--- config.mk ---
export PLATFORM = sky130hd
export DESIGN_NAME = imem_loader
export DESIGN_NICKNAME = d
export VERILOG_FILES = /design/src/rtl/imem_loader_pkg.sv /design/src/rtl/imem_byte_packer.sv /design/src/rtl/imem_loader.sv
export SDC_FILE = /design/constraint.sdc
export NUM_CORES = 1
export LEC_CHECK = 0
export ABC_CLOCK_PERIOD_IN_PS = 3300
export BUFFER_PORTS_ARGS = -buffer_cell sky130_fd_sc_hd__buf_4
export CORE_MARGIN = 8
export CORE_UTILIZATION = 50
export CTS_BUF_LIST = sky130_fd_sc_hd__clkbuf_16
export DETAILED_ROUTE_END_ITERATION = 16
export PLACE_DENSITY = 0.76
export SLEW_MARGIN = 20
export SYNTH_ARGS = -nofsm -noshare
export SYNTH_HDL_FRONTEND = slang
export SYNTH_SLANG_ARGS = --single-unit
export TNS_END_PERCENT = 5
--- constraint.sdc ---
create_clock -name clk -period 3.3 [get_ports clk]
set_clock_uncertainty 0.2 [all_clocks]
set_input_delay 0.495 -clock clk [delete_from_list [all_inputs] [get_ports clk]]
set_output_delay 0.495 -clock clk [all_outputs]
set_load 0.01 [all_outputs]
--- src/rtl/imem_loader_pkg.sv ---
// Shared CPU package: CPU-wide word/address typedefs, loader state encoding,
// and a helper that maps each loader state to its status outputs.
// Optional feature macro: IMEM_LOADER_CHECKSUM_EN (adds the CSUM state).
package imem_loader_pkg;

  typedef logic [31:0] cpu_word_t;
  typedef logic [31:0] cpu_addr_t;

  localparam int unsigned WORD_BYTES = 4;

  typedef enum logic [2:0] {
    ST_HDR0  = 3'd0,
    ST_HDR1  = 3'd1,
    ST_DATA  = 3'd2,
`ifdef IMEM_LOADER_CHECKSUM_EN
    ST_CSUM  = 3'd3,
`endif
    ST_FLUSH = 3'd4,
    ST_DONE  = 3'd5,
    ST_ERR   = 3'd6
  } imem_ld_state_e;

  typedef struct packed {
    logic ready;
    logic hold;
    logic done;
    logic err;
  } ld_flags_t;

  // Status outputs are a pure function of the state being entered, so the
  // FSM can register them alongside the state itself.
  function automatic ld_flags_t state_flags(imem_ld_state_e s);
    ld_flags_t f;
    f.ready = (s == ST_HDR0) || (s == ST_HDR1) || (s == ST_DATA);
`ifdef IMEM_LOADER_CHECKSUM_EN
    f.ready = f.ready || (s == ST_CSUM);
`endif
    f.hold  = (s != ST_DONE);
    f.done  = (s == ST_DONE);
    f.err   = (s == ST_ERR);
    return f;
  endfunction

endpackage

--- src/rtl/imem_byte_packer.sv ---
// Byte-to-word packer: shifts accepted bytes MSB first and flags the byte
// that completes a 4-byte word. The completing byte is combined directly
// into o_word so the word is usable on the same edge it completes.
module imem_byte_packer
  import imem_loader_pkg::*;
(
  input  logic       clk,
  input  logic       rst_n,
  input  logic       i_shift,
  input  logic [7:0] i_byte,
  output cpu_word_t  o_word,
  output logic       o_word_done
);

  logic [23:0] r_sr;
  logic [1:0]  r_cnt;

  assign o_word      = {r_sr, i_byte};
  assign o_word_done = i_shift && (r_cnt == 2'(WORD_BYTES - 1));

  // Shift register and byte counter advance only on accepted DATA bytes.
  always_ff @(posedge clk or negedge rst_n) begin
    if (!rst_n) begin
      r_sr  <= '0;
      r_cnt <= '0;
    end else if (i_shift) begin
      r_sr  <= {r_sr[15:0], i_byte};
      r_cnt <= r_cnt + 2'd1;
    end
  end

endmodule

--- src/rtl/imem_loader.sv ---
// Instruction memory loader: receives a byte stream (16-bit word count,
// then words MSB first), writes the words to instruction memory and holds
// the CPU until the image is complete.
// Optional feature macro: IMEM_LOADER_CHECKSUM_EN (trailing XOR checksum).
//
// state | meaning
// HDR0  | waiting for word count high byte
// HDR1  | waiting for word count low byte
// DATA  | packing data bytes into words and writing them
// CSUM  | waiting for checksum byte (checksum build only)
// FLUSH | one cycle after the final write
// DONE  | image loaded, CPU released (terminal)
// ERR   | load failed, CPU held (terminal)
module imem_loader
  import imem_loader_pkg::*;
#(
  parameter logic [31:0] BASE_ADDR = 32'h0000_0000,
  parameter int          MAX_WORDS = 1024
) (
  input  logic        clk,
  input  logic        rst_n,
  input  logic        byte_valid,
  input  logic [7:0]  byte_data,
  output logic        byte_ready,
  output logic        imem_we,
  output logic [31:0] imem_addr,
  output logic [31:0] imem_wdata,
  output logic        cpu_hold,
  output logic        done,
  output logic        error
);

  localparam logic [31:0] LP_MAX = 32'(MAX_WORDS);

  imem_ld_state_e r_state;
  imem_ld_state_e w_state_nxt;
  ld_flags_t      w_flags;

  logic [7:0]  r_hdr_hi;
  logic [15:0] r_word_cnt;
  logic [15:0] r_word_idx;
  cpu_addr_t   r_addr_nxt;

  logic        w_accept;
  logic        w_shift;
  logic        w_word_done;
  logic        w_last_word;
  logic [15:0] w_n;
  cpu_word_t   w_word;

`ifdef IMEM_LOADER_CHECKSUM_EN
  logic [7:0]  r_xor;
`endif

  assign w_accept    = byte_valid && byte_ready;
  assign w_shift     = w_accept && (r_state == ST_DATA);
  assign w_n         = {r_hdr_hi, byte_data};
  // Word count is at least 1 whenever DATA is active, so no underflow here.
  assign w_last_word = (r_word_idx == (r_word_cnt - 16'd1));
  assign w_flags     = state_flags(w_state_nxt);

  imem_byte_packer u_packer (
    .clk         (clk),
    .rst_n       (rst_n),
    .i_shift     (w_shift),
    .i_byte      (byte_data),
    .o_word      (w_word),
    .o_word_done (w_word_done)
  );

  // Next-state decision; DONE and ERR fall through to hold forever.
  always_comb begin
    w_state_nxt = r_state;
    case (r_state)
      ST_HDR0: if (w_accept) w_state_nxt = ST_HDR1;
      ST_HDR1: begin
        if (w_accept) begin
          if ({16'd0, w_n} > LP_MAX) w_state_nxt = ST_ERR;
`ifdef IMEM_LOADER_CHECKSUM_EN
          else if (w_n == 16'd0) w_state_nxt = ST_CSUM;
`else
          else if (w_n == 16'd0) w_state_nxt = ST_DONE;
`endif
          else w_state_nxt = ST_DATA;
        end
      end
      ST_DATA: begin
        if (w_word_done && w_last_word) begin
`ifdef IMEM_LOADER_CHECKSUM_EN
          w_state_nxt = ST_CSUM;
`else
          w_state_nxt = ST_FLUSH;
`endif
        end
      end
`ifdef IMEM_LOADER_CHECKSUM_EN
      ST_CSUM: if (w_accept) w_state_nxt = (byte_data == r_xor) ? ST_FLUSH : ST_ERR;
`endif
      ST_FLUSH: w_state_nxt = ST_DONE;
      ST_DONE:  w_state_nxt = ST_DONE;
      ST_ERR:   w_state_nxt = ST_ERR;
      default:  w_state_nxt = ST_ERR;
    endcase
  end

  // State register with status outputs registered from the entered state.
  always_ff @(posedge clk or negedge rst_n) begin
    if (!rst_n) begin
      r_state    <= ST_HDR0;
      byte_ready <= 1'b1;
      cpu_hold   <= 1'b1;
      done       <= 1'b0;
      error      <= 1'b0;
    end else begin
      r_state    <= w_state_nxt;
      byte_ready <= w_flags.ready;
      cpu_hold   <= w_flags.hold;
      done       <= w_flags.done;
      error      <= w_flags.err;
    end
  end

  // Header capture, word counter and memory write port; reset drops any
  // write strobe that was about to be issued.
  always_ff @(posedge clk or negedge rst_n) begin
    if (!rst_n) begin
      r_hdr_hi   <= '0;
      r_word_cnt <= '0;
      r_word_idx <= '0;
      r_addr_nxt <= BASE_ADDR;
      imem_we    <= 1'b0;
      imem_addr  <= BASE_ADDR;
      imem_wdata <= '0;
    end else begin
      imem_we <= 1'b0;
      if (w_accept && (r_state == ST_HDR0)) r_hdr_hi <= byte_data;
      if (w_accept && (r_state == ST_HDR1)) r_word_cnt <= w_n;
      if (w_word_done) begin
        imem_we    <= 1'b1;
        imem_wdata <= w_word;
        imem_addr  <= r_addr_nxt;
        r_addr_nxt <= r_addr_nxt + 32'(WORD_BYTES);
        r_word_idx <= r_word_idx + 16'd1;
      end
    end
  end

`ifdef IMEM_LOADER_CHECKSUM_EN
  // Running XOR over header and data bytes.
  always_ff @(posedge clk or negedge rst_n) begin
    if (!rst_n) begin
      r_xor <= '0;
    end else if (w_accept && ((r_state == ST_HDR0) || (r_state == ST_HDR1) ||
                              (r_state == ST_DATA))) begin
      r_xor <= r_xor ^ byte_data;
    end
  end
`endif

endmodule

== Word-level counts from Yosys, hierarchy flattened ==
Index checks and enable logic that the tools add are counted.

* Output and inout bits: 69
* Register bits: 170
* Logic and storage cells: 49
* Input port bits: 11

* Reduce and logical (&&, ||, !) cells: 12
* $lt $le $gt $ge: 1
* Multiplexer cells: 7
* $add $sub $neg: 4
* Eq/ne operators: 11

{| class="wikitable"
|+ Operators by type and width
! kind !! number
|-
| adder 32 x 3 -> 32 bit (second input constant) || 1
|-
| adder 16 x 1 -> 16 bit (second input constant) || 1
|-
| equality test 16 bit || 1
|-
| greater-than comparator 16 x 11 -> 1 bit (second input constant) || 1
|-
| logical NOT 16 bit || 1
|-
| subtractor 16 x 1 -> 16 bit (second input constant) || 1
|-
| two-way mux 3 bit || 5
|-
| equality test 3 bit (second input constant) || 4
|-
| one-hot mux 3 bit (4 select lines) || 1
|-
| equality test 3 x 1 -> 1 bit (second input constant) || 2
|-
| equality test 3 x 2 -> 1 bit (second input constant) || 2
|-
| logical AND 1 bit || 6
|-
| logical NOT 3 bit || 2
|-
| inequality test 3 bit (second input constant) || 1
|-
| adder 2 x 1 -> 2 bit (second input constant) || 1
|-
| equality test 2 bit (second input constant) || 1
|-
| logical OR 1 bit || 2
|-
| OR reduction 2 bit || 1
|-
| two-way mux 1 bit || 1
|}

== Longest topological paths before layout ==
Gate-level depths: netlist of run 1.

* Depth in word-level cells: 9
* Mapped depth: 10
* Depth with buffers taken out: 9

== Modules after synthesis ==
A second synthesis of run 1 with hierarchy kept.

* Cell total of the unflattened synthesis: 535
* Area total of the unflattened synthesis: 7218.2 µm²

{| class="wikitable"
|+ By module, submodules not included
! module !! instances !! area an instance (µm²) !! seq. area each (µm²) !! cells each
|-
| imem_loader || 1 || 6079.6 || 3505.9 || 470
|-
| imem_byte_packer || 1 || 1138.6 || 650.6 || 65
|}

== Worst setup path before layout of run 1 ==
OpenSTA, ideal clock, no wires.

* Path type: register to register
* Start: register r_word_cnt[0]
* End: register byte_ready
* Slack: 0.759 ns
* Cell stages (with the launch flop): 9
* Buffers on the path: 1
* Arrival time: 2.263 ns
* Required time: 3.022 ns
* Cell sequence: dfrtp_1 inv_1 ha_1 clkbuf_1 nor4b_2 nand4_1 o22a_1 or4_1 and3_1

{| class="wikitable"
|+ RTL lines
! what !! RTL line !! RTL
|-
| start, declared || imem_loader.sv:40 || <nowiki>logic [15:0] r_word_cnt;</nowiki>
|-
| start signal, assigned || imem_loader.sv:137 || <nowiki>if (w_accept && (r_state == ST_HDR1)) r_word_cnt <= w_n;</nowiki>
|-
| end signal, assigned || imem_loader.sv:116 || <nowiki>byte_ready <= w_flags.ready;</nowiki>
|-
| end, declared || imem_loader.sv:24 || <nowiki>output logic byte_ready,</nowiki>
|}

==> results of run 1 <==
==> logic make-up (layout without fill, tap and decap cells) <==
kind of cell | after synthesis | in the layout | share of synthesized area
multiplexers | 109 | 109 | 0.172
flip-flops | 166 | 166 | 0.583
adder cells (fa/ha/maj) | 4 | 4 | 0.00702
buffers and inverters | 32 | 124 | 0.0190
other | 1 | 2 | 0.000526
XOR/XNOR | 68 | 68 | 0.0836
AO/OA/AOI/OAI | 29 | 29 | 0.0262
AND/OR/NAND/NOR | 136 | 136 | 0.108
==> Yosys cell counts, drive strengths merged, types with 9 or more instances <==
cell type,instances
dfrtp,164
xnor2,42
nand3,25
o21ai,10
xor2,26
nor2,21
nand2,27
and3,11
nand4,15
nor4,9
clkbuf,18
mux2,108
==> worst reg2reg max path, stage by stage (launching register included) <==
cell,delay (ps)
sky130_fd_sc_hd__dfrtp_1,420
sky130_fd_sc_hd__inv_1,100
sky130_fd_sc_hd__ha_1,330
sky130_fd_sc_hd__nor4b_2,590
sky130_fd_sc_hd__nand4_1,160
sky130_fd_sc_hd__o22a_1,210
sky130_fd_sc_hd__or4_1,540
sky130_fd_sc_hd__and3_1,170
==> routing by layer <==
layer	track usage	wire, um	vias to the layer above
met3	0.0542	790	19
met5	0	0	-
met1	0.210	6270	2249
met2	0.244	6570	87
li1	-	-	2086
met4	0.0635	210	0
==> area by class of cell <==
| type | instances | area (um^2) | area share |
|---|---|---|---|
| tap | 180 | 225 | 0.0265 |
| inverter | 8 | 30.0 | 0.00354 |
| clock inverter | 14 | 145 | 0.0171 |
| multi-input combinational | 348 | 2850 | 0.336 |
| timing repair buffer | 85 | 657 | 0.0774 |
| clock buffer | 17 | 425 | 0.0501 |
| sequential | 166 | 4160 | 0.490 |
==> flip-flops by register name (all words and copies together) (netlist names) <==
register	flops
u_packer.r_sr	24
imem_wdata	32
r_hdr_hi	8
done	1
byte_ready	1
r_word_cnt	16
r_addr_nxt	30
imem_we	1
cpu_hold	1
error	1
imem_addr	30
r_word_idx	16
r_state	3
u_packer.r_cnt	2
==> worst paths after layout <==
check / from / end / slack (ps) / depth (start not counted)
setup / recovery: r_word_cnt[0]$_DFFE_PN0P_ / byte_ready$_DFF_PN1_ / 530 / 7
min in group asynchronous: rst_n / imem_wdata[12]$_DFFE_PN0P_ / 430 / 2
hold reg to reg: r_addr_nxt[31]$_DFFE_PN0P_ / r_addr_nxt[31]$_DFFE_PN0P_ / 270 / 1
hold / removal: byte_data[2] / r_word_cnt[2]$_DFFE_PN0P_ / 150 / 3
setup reg to reg: r_word_cnt[0]$_DFFE_PN0P_ / byte_ready$_DFF_PN1_ / 530 / 7
max in group asynchronous: rst_n / cpu_hold$_DFF_PN1_ / 1600 / 3
==> timing repair <==
| item | in CTS | in global routing |
|---|---|---|
| buffers inserted | 0 | 0 |
| hold buffers | 1 | 0 |
| endpoints found under the setup margin | 0 | 0 |
| endpoints found under the hold margin | 65 | 0 |
==> power breakdown <==
part | total, mW | switching (mW) | leakage [nW] | internal (mW)
Clock | 1.92 | 0.754 | 0.292 | 1.17
Sequential | 2.04 | 0 | 2.26 | 2.04
Combinational | 0.0620 | 0.0488 | 1.69 | 0.0132
Total | 4.02 | 0.803 | 4.24 | 3.21
==> stage by stage <==
step,std cells,utilization,total power [mW],instance area (um^2)
6_report,818,0.611,4.02,8490
4_1_cts,818,0.611,4.06,8490
3_5_place_dp,786,0.570,2.14,7910
2_1_floorplan,546,-,2.08,7130
5_1_grt,818,0.611,4.15,8490
3_3_place_gp,786,0.570,2.14,7910
==> cell usage in the layout (no fill, tap or decap), drive strengths merged, types with 2 or more instances in the layout <==
cell type,synthesis,final
a21oi,5,5
a31oi,2,2
and3,11,11
and4,3,3
buf,6,84
bufinv,0,3
clkbuf,18,17
clkinv,0,4
conb,1,2
dfrtp,164,164
dfstp,2,2
ha,4,4
inv,8,14
mux2,108,108
nand2,27,27
nand3,25,25
nand4,15,15
nand4b,2,2
nor2,21,21
nor2b,3,3
nor3,8,8
nor4,9,9
o2111ai,2,2
o21a,2,2
o21ai,10,10
or4,5,5
xnor2,42,42
xor2,26,26
==> flow_results.org, run 1 <==
** Clock tree
- Level count of the clock H-tree :: 4
- The number of gates resized after CTS was 0.
- Buffers inserted during clock tree synthesis total 17.
- TritonCTS clock tree :: built
- The clock passes through at most 2 buffers.
- Clk slew on worst S/H paths :: 60 ps
- Total number of clock tree sinks :: 166
- The tree is rooted in a sky130_fd_sc_hd__clkbuf_16.
- Insertion delay to the later sink of the worst-skew pair :: 420 ps

** GRT
- The initial antenna violation count was 0.
- Global-route total usage across every layer :: 0.161
- The first global-routing pass estimated 23700 um of wire.
- Leftover overflow at the end of global routing :: 0
- Via count of the first global-routing pass :: 4692
- Entering global routing, the biggest net connects 71 pins.

** Run status
- The flow ran to the end, and the final reports show no timing, DRC or antenna violations.

** Layout
- Final net count :: 641
- The repair_antennas step left the layout with diodes totalling 0.
- The area growth from synthesis to layout is 19.1%.
- The layout has 1082 filler cells.
- Fraction of layout instances using a drive strength above 1 :: 0.356

** Synthesis
- Counting every instance in the synthesized netlist gives 545.
- Count of flip-flops with a built-in enable after synthesis :: 0
- Avg Inst Size Synth :: 13.1 um^2
- For this run, asynchronously set or reset flops after synthesis account for 1.00.
- Cell taking the most area after synthesis :: sky130_fd_sc_hd__dfrtp_1
- Area contributors post-synth :: sky130_fd_sc_hd__dfrtp_1 (58%), sky130_fd_sc_hd__mux2_2 (17%), sky130_fd_sc_hd__xnor2_1 (5.2%)
- For this run, the register share of the synthesized area comes to 0.583.
- The Yosys step of the flow raised 0 warnings.
- Cell variety after synth :: 50
- Summed instance area of the synthesized netlist :: 7130 um^2
- In the synthesized netlist the dominant register cell turns out to be sky130_fd_sc_hd__dfrtp_1.
- Area share of the largest cell type after synthesis :: 0.576
- Post-synthesis sequential element count :: 166

** Setup path
- Critical path data required time :: 3450 ps
- Among cell families on the critical path, the largest total delay comes from simple AND/OR/NAND/NOR gates.
- The signal on the critical path passes through inv_1 -> ha_1 -> nor4b_2 -> nand4_1 -> o22a_1 -> or4_1 -> and3_1.
- Max stage delay on crit path :: 580 ps
- Of all nets on the critical path, the largest fanout is 9.
- The number of buffers and inverters on the critical path is 1.
- For this design, the slowest cell found on the critical path is sky130_fd_sc_hd__nor4b_2.
- STA classifies the critical path startpoint as a register.
- Signal arrival time at the worst endpoint :: 2920 ps
- Setup CP Type :: reg2reg
- STA classifies the critical path endpoint as a register.

** Floorplanning
- The floorplan step defined a core boundary enclosing 13900 um^2.
- The floorplan step defined a die boundary enclosing 18300 um^2.
- The initial utilization of the core area, before any placement, comes to 0.513.
- 80 I/O pins were placed.
- Die height :: 135 um
- Measured along the x axis, the die boundary spans 135 um.
- Cell row count :: 43

** Route
- Routed length per placed instance :: 16.9 um
- Remaining DRCs :: 0
- Violation count after the first detailed-route iteration :: 278
- Detailed-routing iteration count for the pre-antenna-repair pass :: 4
- After detailed routing, the number of vias per cell comes to 5.43.
- Final antenna-violating net count :: 0
- The routed layout has 4441 vias.
- Routed wire length :: 13800 um

** Place
- The congestion estimate from routability-driven global placement came to 0.876.
- IO Port Bufs :: 77
- Dpl hpwl :: 9830 um
- Worst slack after detailed placement :: 555 ps

** Power
- For this design the static power due to leakage is 4.24 nW.
- Peak VDD IR :: 0.347 mV
- Power spread over the standard cell area amounts to 473 nW/um^2.

** Worst hold path
- The min-delay analysis places its worst path in the category in2reg.

** Timing
- Final critical-path required period :: 2770 ps
- Total negative slack :: 0 ps
- Setup Viol. Count Final :: 0
- At the pin with the least slew margin, the transition time is 830 ps.
- Fmax :: 361 MHz
- The count of pins over their slew limit came to 0.
- Dividing the final minimum period by the clock period gives 0.840.
- Setup slack closes at 527 ps.
- Hold timing on the final database bottoms out at a slack of 149 ps.
- Setup repair after global routing left no endpoint under its margin.
- Count of endpoints failing hold in the final timing report :: 0
- The worst pin sits at a relative slew slack of 0.446.

** Run
- Max-cap violations in this run came to 0.
(Power assumes the default switching activity.)
==> run 2, diff against run 1 <==
ABC_CLOCK_PERIOD_IN_PS = 2900   (was 3300)
clock period = 2.9 ns   (was 3.3 ns; I/O delays follow)
==> flow_results.org, run 2 (synthesis results as in run 1) <==
** Place
- The placed instances occupy a cell area of 7940 um^2.
- Final weighted congestion in routability-driven placement :: 0.848
- Dpl hpwl :: 10100 um
- After detailed placement, the design holds a cell count of 791.
- IO Port Bufs :: 77

** Setup path
- Setup slack on the worst reg-to-reg path comes out at 260 ps.
- Traced cell by cell, the critical path runs through or4_4 -> nor4_4 -> nand2_2 -> xnor2_1 -> o2111ai_1 -> or4_1 -> and3_1.
- Critical Path Slowest Stage Cell :: sky130_fd_sc_hd__or4_4
- At the worst endpoint, the required time is 3060 ps.
- Type of origin of the critical path :: register
- The worst setup path is of the reg2reg kind.
- Family with the most delay on the worst path :: simple AND/OR/NAND/NOR gates
- Of all nets on the critical path, the largest fanout is 8.
- For this run, the slowest stage of the critical path takes 590 ps.
- The worst setup path is captured at a register.
- Critical path buffer and inverter count :: 0
- STA puts the critical path data arrival time at 2800 ps.

** Layout
- Final cell utilization of the core :: 0.616
- P&R area growth vs syn :: 19.9%
- Post-route design area :: 8550 um^2
- The register with the most flip-flops in the layout has 32 of them.
- Count of antenna diodes in the layout :: 0
- Non-filler instance count after layout :: 824
- Most frequent cells in the layout :: sky130_fd_sc_hd__dfrtp_1 (164), sky130_fd_sc_hd__mux2_2 (108), sky130_fd_sc_hd__buf_4 (87)
- Summing all multi-input logic gate instances after layout gives 2860 um^2.
- In the final layout, the share of cells above drive strength 1 is 0.370.
- The library cell used most frequently in the layout, excluding fill and tap cells, is sky130_fd_sc_hd__dfrtp_1.
- The filler cells instantiated in the layout total 1065.
- Final net count :: 646
- Sequential cell area in the final layout :: 4160 um^2
- More flip-flops sit in one register than any other, and that register is imem_wdata.
- The largest registers in the layout are imem_wdata x32, imem_addr x30, r_addr_nxt x30.

** Route
- After detailed routing, the number of vias per cell comes to 5.43.
- For this block, the initial DRC count from the detailed router was 191.
- In this run the remaining antenna-violating nets after routing total 0.
- Via count of the routed design :: 4475
- Remaining DRCs :: 0
- Detailed-routing iteration count for the pre-antenna-repair pass :: 4
- Routed wire length :: 14100 um
- Routed length per placed instance :: 17.1 um

** Power
- The analysis attributes to cell leakage a power of 4.26 nW.
- IR analysis of the VDD net gives a maximum drop of 0.360 mV.
- Total chip power :: 4.61 mW
- Power Dens Cells :: 540 nW/um^2

** Timing
- Count of endpoints failing hold in the final timing report :: 0
- Fmax :: 378 MHz
- Final critical-path required period :: 2640 ps
- The worst pin sits at a relative slew slack of 0.592.
- The count of pins over their slew limit came to 0.
- Total negative slack :: 0 ps
- In the finished design, the share of the clock period the worst path needs comes to 0.912.
- Setup Viol. Count Final :: 0
- Unrepaired setup endpoints after global routing :: no
- Worst Tran Pin Value :: 612 ps

** Clock tree
- Total number of clock tree sinks :: 166
- Level count of the clock H-tree :: 4
- TritonCTS built the clock tree.
- Clock-pin slew was measured on the worst setup and hold paths at 60 ps.
- Clock tree synthesis inserted a total of 17 buffers.
- Counting along the longest clock path gives a buffer depth of 2.
- Cell chosen for the clock root :: sky130_fd_sc_hd__clkbuf_16
- Insertion delay to the later sink of the worst-skew pair :: 420 ps

** Floorplanning
- For this configuration, the core starts out at a cell density of 0.513.
- Area of the die :: 18300 um^2
- Die width :: 135 um
- Cell row count :: 43
- 80 I/O pins were placed.
- Core Area :: 13900 um^2
- Die height :: 135 um

** GRT
- Global routing finished with a remaining overflow of 0.
- The via count of the first global-routing pass is 4702.
- Entering global routing, the biggest net connects 69 pins.
- The initial antenna violation count was 0.
- Global-route total usage across every layer :: 0.161
- First-pass GRT wire length :: 23700 um

** Run
- Max-cap violations in this run came to 0.

** Worst hold path
- Tightest Hold Check Type :: in2reg

** Run status
- Result of the run :: finished clean
==> run 2: changes by cell type in the layout (fill, tap and decap cells not counted), sizes merged <==
cell and delta:
inv -4, buf +5, clkinvlp +1, clkinv +4
==> run 2: repair_timing <==
item                       4_1_cts  5_1_grt
hold endpoints to repair        64        0
setup endpoints to repair        0        1
resized for setup                0        1
setup buffers                    0        0
hold buffers                     1        0
==> run 2: worst paths after layout <==
kind,start,endpoint,cells past startpoint
worst max-delay path,r_word_cnt[2]$_DFFE_PN0P_,byte_ready$_DFF_PN1_,7
worst min-delay path,byte_data[2],r_word_cnt[2]$_DFFE_PN0P_,3
worst max register to register,r_word_cnt[2]$_DFFE_PN0P_,byte_ready$_DFF_PN1_,7
worst min register to register,r_addr_nxt[31]$_DFFE_PN0P_,r_addr_nxt[31]$_DFFE_PN0P_,1
max in group asynchronous,rst_n,r_addr_nxt[12]$_DFFE_PN0P_,3
min in group asynchronous,rst_n,imem_wdata[6]$_DFFE_PN0P_,2
==> run 2: cell type report <==
type | instances | share of cell area
inverters | 8 | 0.00351
multi-input cells | 348 | 0.334
clock inverters | 15 | 0.0186
repair buffers | 90 | 0.0812
flip-flops and latches | 166 | 0.486
clock buffers | 17 | 0.0498
well taps | 180 | 0.0264
==> run 2: power breakdown <==
group / internal, mW / switching, mW
Clock: 1.34 / 0.884
Combinational: 0.0167 / 0.0560
Sequential: 2.32 / 0
==> run 2: worst min-delay path, delay by kind of cell <==
kind	cells	cell delay (ps)
buffers and inverters	1	120
AO/OA/AOI/OAI	1	60
AND/OR/NAND/NOR	1	50
==> run 2: routing by layer <==
metal | global-route usage | up-vias | share of wire
li1 | - | 2095 | -
met4 | 0.0555 | 0 | 0.014
met1 | 0.202 | 2265 | 0.44
met3 | 0.0545 | 18 | 0.060
met5 | 0 | - | 0
met2 | 0.256 | 97 | 0.49
==> run 2: per-stage QoR <==
stage	setup WS [ps]	hold slack [ps]
finish	256	87.6
global route	101	85.0
CTS	166	74.8
detailed placement	189	266
global placement	249	258
floorplan	359	-60.6
==> run 3, diff against run 2 <==
CELL_PAD_IN_SITES_DETAIL_PLACEMENT = 1   (was unset)
CELL_PAD_IN_SITES_GLOBAL_PLACEMENT = 1   (was unset)
CORE_UTILIZATION = 48   (was 50)
PLACE_DENSITY = 0.86   (was 0.76)
==> flow_results.org, run 3 (synthesis results as in run 1) <==
** Timing
- The count of pins over their slew limit came to 0.
- Timing would allow up to 354 MHz.
- Final cycle utilization of the critical path :: 0.975
- For the pin with the worst max-slew slack, the measured transition is 617 ps.
- Max transition margin :: 0.589
- The hold violation count in the final report came to 0.
- Final critical-path required period :: 2830 ps
- Setup violations remaining at the end of the flow were counted as 0.
- Setup slack on the critical path of the routed design comes to 71.9 ps.

** Setup path
- Critical path data required time :: 3060 ps
- Crit path launch :: r_word_cnt[0]$_DFFE_PN0P_
- Type of origin of the critical path :: register
- STA classifies the critical path endpoint as a register.
- Worst-path fanout max :: 9
- For the worst flop-to-flop path, the logic depth is 9.
- The worst register-to-register path begins at r_word_cnt[0]$_DFFE_PN0P_.
- For the worst setup path, the data arrival time is 2990 ps.
- The critical path is of the reg2reg type.

** Floorplanning
- Area of the die :: 19000 um^2
- Cell row count :: 44
- The initial utilization of the core area, before any placement, comes to 0.490.
- IO Pins :: 80
- Measured along the y axis, the die boundary spans 138 um.
- Die width :: 138 um
- The core region is 14500 um^2.

** Route
- Via count of the routed design :: 4632
- The pre-antenna-repair detailed-routing pass consisted of 4 iterations.
- Dividing the detail-routed wire length by the instance count gives 21.0 um.
- Wires add up to 17400 um.
- In this run the remaining antenna-violating nets after routing total 0.
- After detailed routing, the number of remaining DRC violations is 0.
- After the first detailed-routing iteration, the DRC count stood at 172.
- Vias/cell :: 5.59

** Layout
- From synthesis to final layout, the design area changed by 19.8%.
- In the final layout, the share of cells above drive strength 1 is 0.366.
- Largest register by flop count :: imem_wdata
- Non-filler instance count after layout :: 828
- Fill cells in the final layout number 1462.
- Leaving out fill and tap cells, the most frequent cells in the layout are sky130_fd_sc_hd__dfrtp_1 (164), sky130_fd_sc_hd__mux2_2 (108), sky130_fd_sc_hd__buf_4 (87).
- The register with the most flip-flops in the layout has 32 of them.
- Largest registers in the final layout :: imem_wdata x32, imem_addr x30, r_addr_nxt x30
- Count of antenna diodes in the layout :: 0
- The library cell used most frequently in the layout, excluding fill and tap cells, is sky130_fd_sc_hd__dfrtp_1.
- Final net count :: 646

** Power
- The analysis attributes to cell leakage a power of 4.26 nW.
- Internal power comes to 3.59 mW.
- Peak VDD IR :: 0.403 mV
- Switching share of power :: 0.216
- The share of total power dissipated in sequential elements is 0.506.
- Dividing total power by cell area gives a power density of 536 nW/um^2.
- Net switching component of the power :: 986 uW
- Portion of total power attributed to combinational logic :: 0.016
- The completed layout was analyzed and its total power is 4.57 mW.
- Clock Power Share :: 0.477

** GRT
- The initial antenna violation count came to 0.
- The via count of the first global-routing pass came to 5384.
- For this run, the total global-route usage over all layers was measured as 0.195.
- Pin count of the biggest net entering global routing :: 67
- For this run the aggregate overflow at the end of global routing stands at 0.
- First-pass GRT wire length :: 28400 um

** Place
- In this run, placement finished with an instance count of 795.
- Dpl hpwl :: 11800 um
- Prior to clock tree synthesis, the placed netlist has a worst setup slack of 99.5 ps.
- Buffers placed on the I/O ports in this run total 77.
- Routability-driven placement finished with a final weighted congestion of 0.930.

** Worst hold path
- Tightest Hold Check Type :: in2reg
- The startpoint identified for the worst hold timing path is byte_data[2].
- The worst hold path passes through 3 cells.

** Clock tree
- Insertion delay to the later sink of the worst-skew pair :: 440 ps
- TritonCTS created 17 clock buffers.
- Total number of clock tree sinks :: 166
- Clk slew on worst S/H paths :: 60 ps
- Once the clock tree was built, the setup fixing pass inserted 0 buffers.
- In this run the number of H-tree levels came out at 4.
- Maximum clock insertion buffer count :: 2
- The cell sitting at the root of the clock tree is a sky130_fd_sc_hd__clkbuf_16.
- TritonCTS clock tree :: built

** Run status
- Result of the run :: finished clean

** Run
- Max-cap violations in this run came to 0.
[run 3: path summary, 6_finish.rpt]
check	slack, ps	end
max	70	byte_ready$_DFF_PN1_
min	70	r_word_cnt[2]$_DFFE_PN0P_
max reg2reg	70	byte_ready$_DFF_PN1_
min reg2reg	280	r_addr_nxt[31]$_DFFE_PN0P_
max in group asynchronous	1320	byte_ready$_DFF_PN1_
min in group asynchronous	350	imem_wdata[6]$_DFFE_PN0P_
[run 3: repair_timing]
item / 4_1_cts / 5_1_grt
resized for setup: 0 / 1
endpoints found under the setup margin: 0 / 6
endpoints found under the hold margin: 62 / 0
hold buffers: 1 / 0
[run 3: per-stage QoR]
stage / TNS, ps / util / hold slack [ps] / cell area [um^2]
6_report: 0 / 0.587 / 73.7 / 8530
2_1_floorplan: 0 / - / -60.6 / 7130
5_1_grt: -91.6 / 0.587 / 81.0 / 8530
3_5_place_dp: 0 / 0.547 / 256 / 7950
4_1_cts: 0 / 0.587 / 71.7 / 8520
3_3_place_gp: 0 / 0.547 / 258 / 7950
[run 3: cell type report]
| type | instances | area, um^2 | share of cell area |
|---|---|---|---|
| inverters | 8 | 30.0 | 0.00352 |
| repair buffers | 90 | 694 | 0.0814 |
| flip-flops and latches | 166 | 4160 | 0.487 |
| clock inverters | 15 | 140 | 0.0164 |
| well taps | 184 | 230 | 0.0270 |
| clock buffers | 17 | 425 | 0.0499 |
| multi-input cells | 348 | 2860 | 0.335 |
[run 3: worst max-delay path, cell delays in order, from the launching register on]
cell and delay, ps:
sky130_fd_sc_hd__dfrtp_1 440, sky130_fd_sc_hd__inv_1 100, sky130_fd_sc_hd__ha_1 320, sky130_fd_sc_hd__xor2_1 220
sky130_fd_sc_hd__o21ai_0 250, sky130_fd_sc_hd__a21oi_1 70, sky130_fd_sc_hd__nor4_1 290, sky130_fd_sc_hd__nand3_1 180
sky130_fd_sc_hd__or4_1 520, sky130_fd_sc_hd__and3_1 160
[run 3: metal layers]
metal	part of all wire	wire, um	up-vias	track usage
met5	0	0	-	0
met3	0.053	927	41	0.0551
met1	0.40	6980	2402	0.224
met4	0.026	453	0	0.0806
met2	0.52	9000	109	0.333
li1	-	-	2080	-
[run 3: power by group through the flow]
stage / logic (mW) / clock network, mW / registers, mW
floorplan: 0.00471 / 0 / 2.36
global placement: 0.0747 / 0 / 2.36
detailed placement: 0.0776 / 0 / 2.36
CTS: 0.0792 / 2.21 / 2.32
global route: 0.0873 / 2.29 / 2.31
finish: 0.0748 / 2.18 / 2.32
